`config.mk`:
```
export PLATFORM = sky130hd
export DESIGN_NAME = instr_fetch
export DESIGN_NICKNAME = d
export VERILOG_FILES = /design/src/rtl/instr_fetch.sv
export SDC_FILE = /design/constraint.sdc
export NUM_CORES = 1
export LEC_CHECK = 0
export BUFFER_PORTS_ARGS = -buffer_cell sky130_fd_sc_hd__buf_4
export CORE_UTILIZATION = 55
export CTS_CLUSTER_SIZE = 28
export DETAILED_ROUTE_END_ITERATION = 12
export PLACE_DENSITY = 0.78
export SYNTH_ARGS = -nofsm -noshare
export SYNTH_HDL_FRONTEND = slang
export SYNTH_SLANG_ARGS = --single-unit
```
`constraint.sdc`:
```
create_clock -name clk -period 6.09 [get_ports clk]
set_input_delay 0.3045 -clock clk [delete_from_list [all_inputs] [get_ports clk]]
set_output_delay 0.3045 -clock clk [all_outputs]
set_load 0.1 [all_outputs]
```
`src/rtl/instr_fetch.sv`:
```
// Instruction fetch unit: single-outstanding memory requests into a 2-entry {instr, pc} FIFO.
// Optional macro INSTR_FETCH_STAT_EN adds a 16-bit pushed-word counter (fetch_count).
module instr_fetch #(
    parameter logic [15:0] RESET_PC = 16'h0000
) (
    input  logic        clk,
    input  logic        reset,
    output logic        imem_req,
    output logic [15:0] imem_addr,
    input  logic        imem_ack,
    input  logic [23:0] imem_rdata,
    input  logic        redirect,
    input  logic [15:0] redirect_pc,
    output logic        instr_valid,
    output logic [23:0] instr_out,
    output logic [15:0] instr_pc,
    input  logic        ir_ready
`ifdef INSTR_FETCH_STAT_EN
    ,
    output logic [15:0] fetch_count
`endif
);

    logic        req_q, req_d;
    logic [15:0] addr_q, addr_d;
    logic [15:0] fetch_pc_q, fetch_pc_d;
    logic        drop_q, drop_d;
    logic [1:0]  count_q, count_d;
    logic [1:0]  count_mid;
    logic [23:0] e0_instr_q, e0_instr_d;
    logic [15:0] e0_pc_q, e0_pc_d;
    logic [23:0] e1_instr_q, e1_instr_d;
    logic [15:0] e1_pc_q, e1_pc_d;
    logic        ack_v;
    logic        push;
    logic        pop;
    logic        outstanding;

    assign instr_valid = (count_q != 2'd0);
    assign instr_out   = e0_instr_q;
    assign instr_pc    = e0_pc_q;
    assign imem_req    = req_q;
    assign imem_addr   = addr_q;

    // Next-state: FIFO shift/fill, drop tracking, request issue
    always_comb begin
        ack_v       = imem_ack && req_q;
        push        = ack_v && !drop_q && !redirect;
        pop         = instr_valid && ir_ready && !redirect;
        outstanding = req_q && !imem_ack;

        e0_instr_d = pop ? e1_instr_q : e0_instr_q;
        e0_pc_d    = pop ? e1_pc_q : e0_pc_q;
        e1_instr_d = e1_instr_q;
        e1_pc_d    = e1_pc_q;
        count_mid  = count_q - {1'b0, pop};
        if (push) begin
            if (count_mid == 2'd0) begin
                e0_instr_d = imem_rdata;
                e0_pc_d    = addr_q;
            end else begin
                e1_instr_d = imem_rdata;
                e1_pc_d    = addr_q;
            end
        end

        if (redirect) begin
            count_d    = 2'd0;
            fetch_pc_d = redirect_pc;
            // An in-flight request must complete before its word can be ignored
            drop_d     = outstanding;
        end else begin
            count_d    = count_mid + {1'b0, push};
            fetch_pc_d = fetch_pc_q + {15'd0, push};
            drop_d     = drop_q && !ack_v;
        end

        req_d  = outstanding ? 1'b1 : (count_d != 2'd2);
        addr_d = (!outstanding && req_d) ? fetch_pc_d : addr_q;
    end

    // State registers
    always_ff @(posedge clk or posedge reset) begin
        if (reset) begin
            req_q      <= 1'b0;
            addr_q     <= RESET_PC;
            fetch_pc_q <= RESET_PC;
            drop_q     <= 1'b0;
            count_q    <= 2'd0;
            e0_instr_q <= 24'h0;
            e0_pc_q    <= 16'h0;
            e1_instr_q <= 24'h0;
            e1_pc_q    <= 16'h0;
        end else begin
            req_q      <= req_d;
            addr_q     <= addr_d;
            fetch_pc_q <= fetch_pc_d;
            drop_q     <= drop_d;
            count_q    <= count_d;
            e0_instr_q <= e0_instr_d;
            e0_pc_q    <= e0_pc_d;
            e1_instr_q <= e1_instr_d;
            e1_pc_q    <= e1_pc_d;
        end
    end

`ifdef INSTR_FETCH_STAT_EN
    logic [15:0] fetch_count_q, fetch_count_d;

    assign fetch_count = fetch_count_q;

    // Count accepted words; redirects do not clear it
    always_comb begin
        fetch_count_d = fetch_count_q + {15'd0, push};
    end

    // Statistic register
    always_ff @(posedge clk or posedge reset) begin
        if (reset) begin
            fetch_count_q <= 16'h0;
        end else begin
            fetch_count_q <= fetch_count_d;
        end
    end
`endif

endmodule
```
==> summary.txt <==
Yosys
  • Primary FF master, synth: dfrtp_1
  • Count of state elements after synthesis: 116
  • Yosys warning total: 0
  • Avg Inst Size Synth: 12.0 um^2
  • Post-synth top area share: 57.1%
  • Number of synthesized flops with an enable pin: 0
  • Synth unique cells: 32
  • Synthesized area: 5090 um^2
  • Most numerous cell in the Yosys netlist: dfrtp_1
  • Leading post-synthesis cells by instance count: dfrtp_1 (116), mux2_2 (52), nor2_1 (46)
  • Top cell type by total area after synthesis: dfrtp_1
  • Syn Inst Count: 425
  • Post-synthesis sequential area ratio: 57.1%
  • Syn_nets: 473
  • Asr flop ratio synth: 100%
  • Largest cells by area after synthesis: dfrtp_1 (57%), mux2_2 (12%), mux2i_1 (8.7%)

GRT
  • Largest net degree at the start of global routing: 81
  • Global-route wire length before repair: 17700 um
  • Antenna violations before repair: 0
  • Vias in the first global route: 3610
  • GRT Overall Usage: 23.8%
  • Total global routing overflow: 0

Timing
  • Final period util: 54.4%
  • Final Skew: 0.00637 ns
  • Pins Over Slew Limit: 0
  • RSZ-0062 raised after global routing: false
  • Final Setup Violations: 0
  • Final Hold Fails: 0
  • Hold Slack: 0.0349 ns
  • Fmax: 302 MHz
  • Period minus WS final: 3.31 ns
  • Worst Tran Pin Value: 0.922 ns
  • Post-route setup TNS: 0 ns
  • Max_slew headroom: 38.5%

Finish
  • Nets: 576
  • Final core utilization: 74.0%
  • Fillcell total: 606
  • ANT cells: 0
  • Share of layout cells above drive strength 1: 36.8%
  • Area grow syn2layout: 28.7%

Worst setup path
  • Reg2reg start: count_q[1]$_DFF_PP0_
  • Worst R2R Path Depth: 10
  • Delay of the slowest critical-path stage: 0.77 ns
  • CP startpoint kind: flop
  • Worst EP arrival: 3.66 ns
  • Crit path depth: 10
  • Worst path slowest cell: nand2b_1
  • Crit-path max FO: 20
  • CP Class: reg2reg
  • CP Capture Type: flop
  • Worst Path Required: 6.44 ns
  • Worst r2r dst: imem_addr[9]$_DFFE_PP0P_
  • CP Cell Sequence: or2_2 -> and3b_2 -> ha_1 -> inv_1 -> ha_1 -> xnor3_1 -> nor3_1 -> nand2b_1 -> or2_2 -> o221ai_1
  • Largest delay share family, worst path: simple AND/OR/NAND/NOR gates
  • Buf/Inv on CP: 1
  • Reg2reg setup slack: 2.78 ns

Drt
  • Via/cell ratio: 5.47
  • Final WL: 10600 um
  • Drt wl/cell: 16.3 um
  • TritonRoute pass-1 iters: 9
  • Routed via count: 3551
  • Antenna viol nets, final: 0
  • DRC: 10
  • Initial DRC Count: 144

Run
  • Max-cap violations: 0

Floorplan
  • Core Rows: 34
  • Initial cell density of the core: 57.5%
  • Die Height: 98.2 um
  • Die Area: 9640 um^2
  • IO Pins: 103
  • Core box area: 8850 um^2
  • Die Wd: 98.2 um

Clock network
  • Sink Count: 116
  • H-tree Lvls: 4
  • Root Driver: clkbuf_8
  • CTS tree: yes
  • Post-CTS sizing: 0
  • Num CTS Buffers: 17
  • CTS max path bufs: 2
  • Later-pin clock latency in the skew report: 0.51 ns
  • Clock transition at path regs: 0.06 ns

Status
  • Failing checks: design-rule violations
  • Outcome: finished with violations

Place
  • Port Buffer Count: 102
  • Placer congestion estimate: 0.784
  • Hpwl dp: 6760 um

Worst hold path
  • Hold Path Depth: 2
  • Hold path endpoint: e1_instr_q[14]$_DFFE_PP0P_
  • Worst Hold Class: in2reg
  • Hold path start: imem_rdata[14]
-- how the worst max path moves through the flow --
| stage | from | to | slack [ns] |
|---|---|---|---|
| after floorplan | reset | count_q[0]$_DFF_PP0_ | 2.71 |
| after global placement | redirect | imem_addr[3]$_DFFE_PP0P_ | 3.03 |
| after detailed placement | count_q[1]$_DFF_PP0_ | imem_addr[9]$_DFFE_PP0P_ | 2.82 |
| after CTS | count_q[1]$_DFF_PP0_ | imem_addr[9]$_DFFE_PP0P_ | 2.81 |
| after global routing | count_q[1]$_DFF_PP0_ | imem_addr[12]$_DFFE_PP0P_ | 2.61 |
| final | count_q[1]$_DFF_PP0_ | imem_addr[9]$_DFFE_PP0P_ | 2.78 |
-- worst reg2reg max path: stages (launching register included) --
cell and delay [ns]:
dfrtp_1 0.40, or2_2 0.30, and3b_2 0.23, ha_1 0.37
inv_1 0.07, ha_1 0.18, xnor3_1 0.20, nor3_1 0.24
nand2b_1 0.77, or2_2 0.29, o221ai_1 0.11
-- sequential cells by signal, indices dropped and copies added, names as in the netlist --
name,cells
count_q,2
drop_q,1
e1_instr_q,24
e1_pc_q,16
fetch_pc_q,16
imem_addr,16
imem_req,1
instr_out,24
instr_pc,16
-- layer usage --
metal / track usage [%] / wire length, um / vias up
met4: 9.76 / 141 / 0
met1: 31.9 / 4730 / 1744
met2: 37.7 / 5170 / 102
li1: - / - / 1691
met3: 5.51 / 544 / 14
met5: 0 / 0 / -
-- timing repair --
| item | CTS | global route |
|---|---|---|
| hold buffers | 1 | 0 |
| hold endpoints to repair | 51 | 0 |
| buffers inserted | 0 | 0 |
-- placed cells by master (no fill, tap or decap), drive strengths merged, types with 3 or more instances in the layout --
cell type  instances
bufinv             3
o21ai             12
clkbuf            20
xnor2             10
ha                 3
nand4              5
mux2              52
nand3              8
buf              106
nor2              46
dfrtp            116
inv               10
mux2i             44
nand2             18
clkinv             5
and3               5
a21oi             45
clkinvlp           3
nor3               5
nor2b              4
xor2               5
-- final cells by class --
type / instances / area, um^2 / area share (%)
clock inverters: 12 / 154 / 2.35
repair buffers: 107 / 806 / 12.3
flip-flops and latches: 116 / 2900 / 44.3
well taps: 108 / 135 / 2.06
inverters: 9 / 36.3 / 0.554
clock buffers: 20 / 445 / 6.80
multi-input cells: 277 / 2070 / 31.6
-- cell families (layout without fill, tap and decap cells) --
| family | after synthesis | in the layout | synth area share (%) |
|---|---|---|---|
| xor+xnor | 16 | 16 | 3.02 |
| buf+inv | 32 | 148 | 2.61 |
| fa+ha+maj | 3 | 3 | 0.738 |
| flops | 116 | 116 | 57.1 |
| compound gates | 61 | 61 | 6.22 |
| simple gates | 101 | 101 | 10.2 |
| mux | 96 | 96 | 20.2 |
-- through the flow --
stage,cells,cell area (um^2),worst slack (ns)
after floorplan,425,5090,2.71
after global placement,616,5940,3.03
after detailed placement,616,5940,2.82
after CTS,649,6550,2.81
after global routing,649,6550,2.61
final,649,6550,2.78
Power is not shown: default switching activity piles up to over one toggle a cycle in this logic, so the estimate is an artifact.
